`src/rtl/sprite_dma_pkg.sv`:
```
// sprite_dma_pkg: register map, CTRL/STATUS bit positions and FSM state type for the sprite DMA
package sprite_dma_pkg;
  localparam logic [2:0] DMA_SRC_LO = 3'd0;
  localparam logic [2:0] DMA_SRC_HI = 3'd1;
  localparam logic [2:0] DMA_DST_LO = 3'd2;
  localparam logic [2:0] DMA_DST_HI = 3'd3;
  localparam logic [2:0] DMA_CNT_LO = 3'd4;
  localparam logic [2:0] DMA_CNT_HI = 3'd5;
  localparam logic [2:0] DMA_CTRL   = 3'd6;
  localparam logic [2:0] DMA_STATUS = 3'd7;
  localparam int CTRL_START  = 0;
  localparam int CTRL_ARM    = 1;
  localparam int CTRL_ABORT  = 2;
  localparam int CTRL_IRQ_EN = 3;
  localparam int ST_DONE  = 0;
  localparam int ST_ARMED = 6;
  localparam int ST_BUSY  = 7;
  typedef enum logic [2:0] {S_IDLE, S_REQ, S_READ, S_WAIT, S_WRITE, S_RELEASE} dma_state_t;
endpackage

```
`src/rtl/sprite_dma_regs.sv`:
```
// sprite_dma_regs: CPU register file, STATUS read-clear, vblank arming and start/abort decode
//   in : i_clk, i_rst, CPU bus (i_reg_*), i_vblank, i_busy and i_done_set from the engine
//   out: o_reg_dout, programmed o_src/o_dst/o_cnt, o_start_req, o_abort_req, sticky o_irq
module sprite_dma_regs import sprite_dma_pkg::*; #(
  parameter int DST_W = 10
) (
  input  logic             i_clk,
  input  logic             i_rst,
  input  logic             i_reg_sel,
  input  logic [2:0]       i_reg_addr,
  input  logic             i_reg_wr,
  input  logic             i_reg_rd,
  input  logic [7:0]       i_reg_din,
  output logic [7:0]       o_reg_dout,
  input  logic             i_vblank,
  input  logic             i_busy,
  input  logic             i_done_set,
  output logic [15:0]      o_src,
  output logic [DST_W-1:0] o_dst,
  output logic [8:0]       o_cnt,
  output logic             o_start_req,
  output logic             o_abort_req,
  output logic             o_irq
);
  logic [15:0]      r_src;
  logic [DST_W-1:0] r_dst;
  logic [8:0]       r_cnt;
  logic             r_irq_en, r_armed, r_done, r_irq, r_vbl_q;
  logic             w_cfg_wr, w_ctrl_wr, w_status_rd, w_vbl_rise, w_irq_en;
  logic [15:0]      w_dst16;
  assign w_dst16     = 16'(r_dst);
  assign w_cfg_wr    = i_reg_sel & i_reg_wr & ~i_busy;
  assign w_ctrl_wr   = i_reg_sel & i_reg_wr & (i_reg_addr == DMA_CTRL);
  assign w_status_rd = i_reg_sel & i_reg_rd & (i_reg_addr == DMA_STATUS);
  assign w_vbl_rise  = i_vblank & ~r_vbl_q;
  // an idle CTRL write updates IRQ_EN in the same cycle a zero-length start completes
  assign w_irq_en    = (w_cfg_wr && i_reg_addr == DMA_CTRL) ? i_reg_din[CTRL_IRQ_EN] : r_irq_en;
  assign o_start_req = ~i_busy & ((w_ctrl_wr & i_reg_din[CTRL_START]) | (r_armed & w_vbl_rise));
  assign o_abort_req = i_busy & w_ctrl_wr & i_reg_din[CTRL_ABORT];
  assign o_src = r_src;
  assign o_dst = r_dst;
  assign o_cnt = r_cnt;
  assign o_irq = r_irq;
  assign o_reg_dout = i_reg_addr == DMA_SRC_LO ? r_src[7:0]
                    : i_reg_addr == DMA_SRC_HI ? r_src[15:8]
                    : i_reg_addr == DMA_DST_LO ? w_dst16[7:0]
                    : i_reg_addr == DMA_DST_HI ? w_dst16[15:8]
                    : i_reg_addr == DMA_CNT_LO ? r_cnt[7:0]
                    : i_reg_addr == DMA_CNT_HI ? {7'd0, r_cnt[8]}
                    : i_reg_addr == DMA_CTRL   ? {4'd0, r_irq_en, 3'd0}
                    : {i_busy, r_armed, 5'd0, r_done};
  always_ff @(posedge i_clk) begin
    if (i_rst) begin
      r_src    <= '0;
      r_dst    <= '0;
      r_cnt    <= '0;
      r_irq_en <= 1'b0;
      r_armed  <= 1'b0;
      r_done   <= 1'b0;
      r_irq    <= 1'b0;
      r_vbl_q  <= 1'b0;
    end else begin
      r_vbl_q <= i_vblank;
      if (w_cfg_wr && i_reg_addr == DMA_SRC_LO) r_src[7:0]  <= i_reg_din;
      if (w_cfg_wr && i_reg_addr == DMA_SRC_HI) r_src[15:8] <= i_reg_din;
      if (w_cfg_wr && i_reg_addr == DMA_DST_LO) r_dst <= DST_W'({w_dst16[15:8], i_reg_din});
      if (w_cfg_wr && i_reg_addr == DMA_DST_HI) r_dst <= DST_W'({i_reg_din, w_dst16[7:0]});
      if (w_cfg_wr && i_reg_addr == DMA_CNT_LO) r_cnt[7:0] <= i_reg_din;
      if (w_cfg_wr && i_reg_addr == DMA_CNT_HI) r_cnt[8]   <= i_reg_din[0];
      if (w_cfg_wr && i_reg_addr == DMA_CTRL)   r_irq_en   <= i_reg_din[CTRL_IRQ_EN];
      // START together with ARM_VBL runs now and stays armed for the next vblank
      r_armed <= (w_cfg_wr && i_reg_addr == DMA_CTRL && i_reg_din[CTRL_ARM]) || (r_armed && !o_start_req);
      r_done  <= i_done_set | (r_done & ~w_status_rd);
      r_irq   <= (i_done_set & w_irq_en) | (r_irq & ~w_status_rd);
    end
  end
endmodule

```
`src/rtl/sprite_dma.sv`:
```
// sprite_dma: bus-master engine copying CNT bytes from work RAM at SRC into objram at DST
//   in : i_clk, i_rst, CPU register bus (i_reg_*), i_vblank, i_busak_n, i_mem_din
//   out: o_reg_dout, o_busrq_n, o_mem_addr/o_mem_rd, o_obj_addr/o_obj_dout/o_obj_wr, o_dma_active, o_irq
module sprite_dma import sprite_dma_pkg::*; #(
  parameter int MEM_LAT = 1,
  parameter int DST_W   = 10
) (
  input  logic             i_clk,
  input  logic             i_rst,
  input  logic             i_reg_sel,
  input  logic [2:0]       i_reg_addr,
  input  logic             i_reg_wr,
  input  logic             i_reg_rd,
  input  logic [7:0]       i_reg_din,
  output logic [7:0]       o_reg_dout,
  input  logic             i_vblank,
  output logic             o_busrq_n,
  input  logic             i_busak_n,
  output logic [15:0]      o_mem_addr,
  output logic             o_mem_rd,
  input  logic [7:0]       i_mem_din,
  output logic [DST_W-1:0] o_obj_addr,
  output logic [7:0]       o_obj_dout,
  output logic             o_obj_wr,
  output logic             o_dma_active,
  output logic             o_irq
);
  dma_state_t       r_state, w_next;
  logic [15:0]      r_src, w_src;
  logic [DST_W-1:0] r_dst, w_dst;
  logic [8:0]       r_cnt, w_cnt;
  logic [7:0]       r_data, r_wait;
  logic             r_abort, w_abort_req, w_abort, w_start, w_load, w_done_set;
  sprite_dma_regs #(.DST_W(DST_W)) u_regs (
    .i_clk       (i_clk),
    .i_rst       (i_rst),
    .i_reg_sel   (i_reg_sel),
    .i_reg_addr  (i_reg_addr),
    .i_reg_wr    (i_reg_wr),
    .i_reg_rd    (i_reg_rd),
    .i_reg_din   (i_reg_din),
    .o_reg_dout  (o_reg_dout),
    .i_vblank    (i_vblank),
    .i_busy      (r_state != S_IDLE),
    .i_done_set  (w_done_set),
    .o_src       (w_src),
    .o_dst       (w_dst),
    .o_cnt       (w_cnt),
    .o_start_req (w_start),
    .o_abort_req (w_abort_req),
    .o_irq       (o_irq)
  );
  assign w_abort    = r_abort | w_abort_req;
  assign w_load     = (r_state == S_IDLE) && w_start && (w_cnt != 9'd0);
  assign w_done_set = ((r_state == S_IDLE) && w_start && (w_cnt == 9'd0)) || (r_state == S_RELEASE);
  assign o_mem_addr = r_src;
  assign o_obj_addr = r_dst;
  assign o_obj_dout = r_data;
  always_ff @(posedge i_clk) begin
    r_state <= i_rst ? S_IDLE : w_next;
  end
  always_comb begin
    w_next       = r_state;
    o_busrq_n    = 1'b1;
    o_mem_rd     = 1'b0;
    o_obj_wr     = 1'b0;
    o_dma_active = 1'b0;
    case (r_state)
      S_IDLE:    w_next = w_load ? S_REQ : S_IDLE;
      S_REQ:     w_next = w_abort ? S_RELEASE : (!i_busak_n ? S_READ : S_REQ);
      S_READ:    w_next = S_WAIT;
      S_WAIT:    w_next = (r_wait == 8'd0) ? S_WRITE : S_WAIT;
      S_WRITE:   w_next = (r_cnt == 9'd1 || w_abort) ? S_RELEASE : S_READ;
      S_RELEASE: w_next = S_IDLE;
      default:   w_next = S_IDLE;
    endcase
    o_busrq_n    = !(r_state inside {S_REQ, S_READ, S_WAIT, S_WRITE});
    o_mem_rd     = r_state == S_READ;
    o_obj_wr     = r_state == S_WRITE;
    o_dma_active = r_state != S_IDLE;
  end
  always_ff @(posedge i_clk) begin
    if (i_rst) begin
      r_src   <= '0;
      r_dst   <= '0;
      r_cnt   <= '0;
      r_data  <= '0;
      r_wait  <= '0;
      r_abort <= 1'b0;
    end else begin
      if (w_load) begin
        r_src <= w_src;
        r_dst <= w_dst;
        r_cnt <= w_cnt;
      end
      if (r_state == S_READ) r_wait <= 8'(MEM_LAT - 1);
      if (r_state == S_WAIT) begin
        r_wait <= r_wait - 8'd1;
        if (r_wait == 8'd0) r_data <= i_mem_din;
      end
      if (r_state == S_WRITE) begin
        r_src <= r_src + 16'd1;
        r_dst <= r_dst + 1'b1;
        r_cnt <= r_cnt - 9'd1;
      end
      // abort stays pending until the byte in flight finishes
      r_abort <= (r_state == S_IDLE) ? 1'b0 : (r_abort | w_abort_req);
    end
  end
endmodule

```
`config.mk`:
```
export PLATFORM = sky130hd
export DESIGN_NAME = sprite_dma
export DESIGN_NICKNAME = d
export VERILOG_FILES = /design/src/rtl/sprite_dma_pkg.sv /design/src/rtl/sprite_dma_regs.sv /design/src/rtl/sprite_dma.sv
export SDC_FILE = /design/constraint.sdc
export NUM_CORES = 1
export LEC_CHECK = 0
export BUFFER_PORTS_ARGS = -buffer_cell sky130_fd_sc_hd__clkbuf_2
export CAP_MARGIN = 0
export CORE_ASPECT_RATIO = 0.8
export CORE_MARGIN = 8
export CORE_UTILIZATION = 51
export DETAILED_ROUTE_END_ITERATION = 7
export HOLD_SLACK_MARGIN = 0.05
export PLACE_DENSITY_LB_ADDON = 0.1
export SLEW_MARGIN = 5
export SYNTH_ARGS = -nofsm -noshare
export SYNTH_HDL_FRONTEND = slang
export SYNTH_SLANG_ARGS = --single-unit
```
`constraint.sdc`:
```
create_clock -name i_clk -period 1.9 [get_ports i_clk]
set_input_delay 0.095 -clock i_clk [delete_from_list [all_inputs] [get_ports i_clk]]
set_output_delay 0.095 -clock i_clk [all_outputs]
set_load 0.01 [all_outputs]
```
* Word level (Yosys, flattened, before mapping) *
Index checks and enable logic that the tools add are counted.

word-level totals
  output and inout port bits = 47
  ROM bits = 0
  bits in latches = 0
  logic and storage cells = 110
  memories kept = 0
  register bits after elaboration = 95
  input bits = 26
  bits in writable memories = 0

operators by class
  mux-type cells = 24
  reduce and logical (&&, ||, !) cells = 29
  shift-type cells = 0
  $add $sub $neg = 4
  magnitude comparators = 0
  bitwise logic cells = 22
  equal/unequal tests = 13
  divide/modulo/power cells = 0
  multipliers = 0

operators with widths
  operator                                                                count
  8-bit 2-to-1 mux                                                        10
  16-bit 2-to-1 mux                                                       2
  10-bit 2-to-1 mux                                                       3
  3-bit equality test (second input constant)                             6
  9-bit 2-to-1 mux                                                        2
  16-bit by 1-bit adder with 16-bit output (second input constant)        1
  3-bit case mux with 5 select lines                                      1
  1-bit AND                                                               14
  3-bit by 2-bit equality test with 1-bit output (second input constant)  4
  1-bit logical AND                                                       12
  10-bit by 1-bit adder with 10-bit output (second input constant)        1
  9-bit by 1-bit equality test with 1-bit output (second input constant)  1
  9-bit logical NOT                                                       1
  3-bit 2-to-1 mux                                                        3
  9-bit nonzero test                                                      1
  9-bit by 1-bit subtractor with 9-bit output (second input constant)     1
  8-bit logical NOT                                                       1
  8-bit by 1-bit subtractor with 8-bit output (second input constant)     1
  3-bit by 1-bit equality test with 1-bit output (second input constant)  2
  3-bit logical NOT                                                       2
  1-bit NOT                                                               4
  1-bit bitwise OR                                                        4
  2-bit AND reduction                                                     2
  2-bit nonzero test                                                      2
  7 further kinds                                                         11

* Depth between registers and ports, before layout *
  depth after elaboration = 10
  gate-level depth with buffers = 8
  gate-level depth less buffers = 7

* Modules after synthesis *
Synthesis repeated with hierarchy kept, for this count alone.

second synthesis, totals
  cell total of the unflattened synthesis = 618
  area, all modules = 5003.5 µm²

modules (own cells, without submodules)
  module           instances  seq. area each (µm²)  area each (µm²)  cells an instance
  sprite_dma       1          1101.1                2960.3           359
  sprite_dma_regs  1          800.8                 2043.2           259

* Worst setup path after synthesis *
Ideal clock, no wire load.

  path type = register to register
  from = register r_state[2]
  to = register r_src[15] (netlist: o_mem_addr[15])
  period minus slack after synthesis = 1.812 ns
  cell stages (with the launch flop) = 8
  path slack = 0.088 ns
  library setup time = 0.103 ns
  path buffers = 1
  required time = 1.797 ns
  arrival time = 1.709 ns
  cell sequence = dfxtp_1 > buf_4 > or3b_4 > inv_2 > nand3_4 > nor4_4 > nor3_1 > a2111oi_2

on the way
  word-level cells in the longest chain between the ends = 6
  elaborated cells on any way between the ends = 9
  classes of those cells = eq/ne (1); mux (1); bitwise (2); reduce/logical (5)

ends and longest elaborated chain
  what                                 RTL line               RTL
  from (decl)                          sprite_dma.sv:28       dma_state_t r_state, w_next;
  from (signal assigned)               sprite_dma.sv:60       r_state <= i_rst ? S_IDLE : w_next;
  3-bit nonzero test                   sprite_dma.sv:44       .i_busy (r_state != S_IDLE),
  1-bit NOT                            sprite_dma_regs.sv:38  assign o_start_req = ~i_busy & ((w_ctrl_wr & i_reg_din[CTRL_START]) | (r_armed & w_vbl_rise));
  1-bit AND                            sprite_dma_regs.sv:38
  1-bit logical AND (2 in series)      sprite_dma.sv:54       assign w_load = (r_state == S_IDLE) && w_start && (w_cnt != 9'd0);
  2-bit nonzero test (no source line)  --
  to (signal assigned)                 sprite_dma.sv:92       r_src <= w_src;
  to (signal assigned)                 sprite_dma.sv:102      r_src <= r_src + 16'd1;
  to (decl)                            sprite_dma.sv:29       logic [15:0] r_src, w_src;

Parallel ways exist; a longest one is shown, timed or not.
A chain may end at the register's enable or synchronous reset.

* Final worst setup path *
  from = register r_state[2]
  to = output o_reg_dout[7]

on the way
  word-level cells in the longest chain between the ends = 8

ends and longest elaborated chain
  what                RTL line               RTL
  3-bit nonzero test  sprite_dma.sv:44
  8-bit 2-to-1 mux    sprite_dma_regs.sv:50  : i_reg_addr == DMA_CTRL ? {4'd0, r_irq_en, 3'd0}
  8-bit 2-to-1 mux    sprite_dma_regs.sv:49  : i_reg_addr == DMA_CNT_HI ? {7'd0, r_cnt[8]}
  8-bit 2-to-1 mux    sprite_dma_regs.sv:48  : i_reg_addr == DMA_CNT_LO ? r_cnt[7:0]
  8-bit 2-to-1 mux    sprite_dma_regs.sv:47  : i_reg_addr == DMA_DST_HI ? w_dst16[15:8]
  8-bit 2-to-1 mux    sprite_dma_regs.sv:46  : i_reg_addr == DMA_DST_LO ? w_dst16[7:0]
  8-bit 2-to-1 mux    sprite_dma_regs.sv:45  : i_reg_addr == DMA_SRC_HI ? r_src[15:8]
  8-bit 2-to-1 mux    sprite_dma_regs.sv:44  assign o_reg_dout = i_reg_addr == DMA_SRC_LO ? r_src[7:0]
  to (decl)           sprite_dma.sv:15       output logic [7:0] o_reg_dout,

Every way passes these cells.

==> flow_metrics.py <==
metrics = {
    "outcome": {
        "status": "complete, no violations",
    },
    "synth": {
        "syn_nets": 577,
        "synth_cell_type_count": 65,
        "synth_most_common_cell": "dfxtp_1",
        "ys_seq_area_share_pct": 40.6,
        "synth-seq-cells": 95,
        "netlist_instances": 546,
        "synth_ff_type": "dfxtp_1",
        "synth_top_area_cell": "dfxtp_1",
        "yosys.area.top_type_share_pct": 40.6,
        "synth_area_um2": 4680,
        "yosys_warnings": 0,
        "syn_area_per_cell_um2": 8.58,
        "synthTopCellsByCount": "dfxtp_1, nor2_1, a21oi_1",
        "synth-edff-count": 0,
        "netlist_top_cells_area": "dfxtp_1, mux2i_1, nor2_1, a21oi_1, nand2_1",
        "async_flop_share_pct": 0,
    },
    "clock_network": {
        "root_buffer": "clkbuf_16",
        "htree_levels": 3,
        "clock_sinks": 95,
        "clockBufferDepth": 2,
        "cts_tree": "done",
        "path_clk_slew_ns": 0.07,
        "cts_made_buffers": 9,
        "clk_latency_ns": 0.35,
    },
    "hold_path": {
        "holdCritPathClass": "input port to flop",
    },
    "floorplanning": {
        "ios": 73,
        "die_w_um": 123,
        "die_area_um2": 12500,
        "start_util_pct": 52.0,
        "rows": 31,
        "die_y_um": 102,
        "core_um2": 9000,
    },
    "global_route": {
        "grt_pass1_wl_um": 22800,
        "groute.usage.overall_pct": 23.4,
        "grt_max_degree": 46,
        "antenna_found_initial": 0,
        "grt_pass1_vias": 4242,
        "gr-total-overflow": 0,
    },
    "routing": {
        "wl_per_cell_um": 18.3,
        "via_count": 4599,
        "drt_wl_total_um": 14200,
        "routed_via_density": 5.93,
        "drc_errors": 0,
        "drt_iter0_drc": 393,
        "drtAntennaViolNets": 0,
        "drt_pre_antenna_iters": 5,
    },
    "placed_design": {
        "port_buffers": 72,
        "placedCellCount": 752,
        "pre_cts_slack_ns": 0.0169,
        "place.gp.congestion": 0.925,
        "dp_hpwl_um": 10700,
    },
    "finish": {
        "final_util_pct": 65.6,
        "drive_above_1_share_pct": 24.8,
        "diodes": 0,
        "fin_cells": 776,
        "area_growth_pct": 26.1,
        "nNetsFinal": 689,
    },
    "sta": {
        "rsz0062_at_grt": "true",
        "worst_hold_slack_ns": 0.0970,
        "hold_viol_final": 0,
        "fin_crit_ns": 1.83,
        "fin_ws_ns": 0.0692,
        "finalSetupTns_ns": 0,
        "maxSlewViolCount": 0,
        "period_share_pct": 96.4,
        "worst_slew_pin_slew_ns": 0.514,
        "fin_worst_skew_ns": 0.00952,
        "slew-limit-headroom_pct": 65.5,
        "setup_violations": 0,
        "max_clock_freq_ghz": 0.546,
    },
    "critical_path": {
        "critPathMaxStageDelay_ns": 0.31,
        "endpoint_kind": "output port",
        "required_ns": 1.80,
        "setup.worst_path.class": "flop to output port",
        "crit_fanout": 9,
        "start_kind": "flop",
        "slowest_stage": "dfxtp_1",
        "path_cells": "buf_6, nor3_4, inv_2, buf_4, a22oi_2, a21oi_1, buf_2",
        "cpLargestDelayFamily": "buffers and inverters",
        "cp.arrival_ns": 1.74,
        "critPathBufInv": 4,
    },
    "power_and_ir_drop": {
        "power_density_nw_per_um2": 670,
        "power.leakage_nw": 2.42,
        "peakVddDrop_mv": 0.483,
    },
    "job": {
        "max_cap_viol_count": 0,
    },
}
-- cells in the final DEF, fill, tap and decap left out, drive strengths merged, types with 6 or more instances in the layout --
cell type,netlist,routed
dfxtp,95,95
a31oi,14,14
nand3b,6,6
o21ai,19,19
clkbuf,16,82
nor2b,6,6
nand4,8,8
inv,13,13
nand2,32,32
nor3,18,18
nor2,81,81
buf,14,51
mux2i,52,52
a21oi,56,56
dlygate4sd3,0,9
nor4,8,8
nand3,24,24
-- worst reg2reg max path: cells and delay by family (launching register included) --
| family | cells | cell delay [ns] |
|---|---|---|
| buf+inv | 4 | 0.62 |
| compound gates | 1 | 0.19 |
| simple gates | 3 | 0.60 |
| flops | 1 | 0.31 |
-- registers in the layout, summed over array words and instances, names as in the netlist, 3 cells and up --
name and flops:
o_mem_addr 16, u_regs.o_src 16, o_obj_addr 10, u_regs.o_dst 10, r_cnt 9, u_regs.o_cnt 9, o_obj_dout 8, r_wait 8
r_state 3
-- what timing repair did --
action                     CTS  global route
hold endpoints to repair     9             0
hold buffers                 9             0
setup buffers                0             1
resized for setup            0            13
setup endpoints to repair    0            29
-- stage by stage --
step	power, mW	cell area [um^2]
2_1_floorplan	2.20	4680
3_3_place_gp	2.33	5490
6_report	3.95	5900
3_5_place_dp	2.33	5490
5_1_grt	4.08	5900
4_1_cts	3.98	5840
-- final timing paths --
kind	from	to	slack [ns]	cells after the start
setup / recovery	r_state[2]	o_reg_dout[7]	0.07	7
setup reg to reg	r_state[2]	o_mem_addr[8]	0.09	8
hold reg to reg	r_wait[1]	r_wait[1]	0.48	2
hold / removal	i_reg_din[6]	u_regs.o_dst[6]	0.1	3
-- area by class of cell --
| class | instances | area, um^2 |
|---|---|---|
| Multi-Input combinational cell | 408 | 2660 |
| Fill cell | 782 | 3090 |
| Inverter | 13 | 48.8 |
| Clock inverter | 3 | 21.3 |
| Tap cell | 115 | 144 |
| Sequential cell | 95 | 1900 |
| Timing Repair Buffer | 131 | 887 |
| Clock buffer | 11 | 243 |
-- per-layer routing --
| layer | GRT usage (%) | routed length, um |
|---|---|---|
| met1 | 31.7 | 6490 |
| met2 | 36.6 | 6620 |
| met3 | 5.07 | 893 |
| met4 | 6.46 | 223 |
| met5 | 0 | 0 |
-- kinds of logic (layout without fill, tap and decap cells) --
group           Yosys count  in the layout  synth area share (%)
mux                      56             56                  12.3
buf+inv                  43            158                  3.79
fa+ha+maj                 5              5                  1.34
flops                    95             95                  40.6
compound gates          130            130                  17.4
simple gates            212            212                  23.6
xor+xnor                  5              5                 0.935
-- power by group --
part	internal, mW	switching, mW
clock network	0.908	0.741
registers	2.01	0.0156
logic	0.117	0.166
total	3.03	0.922
No activity file was read; power rests on OpenSTA's default activity.
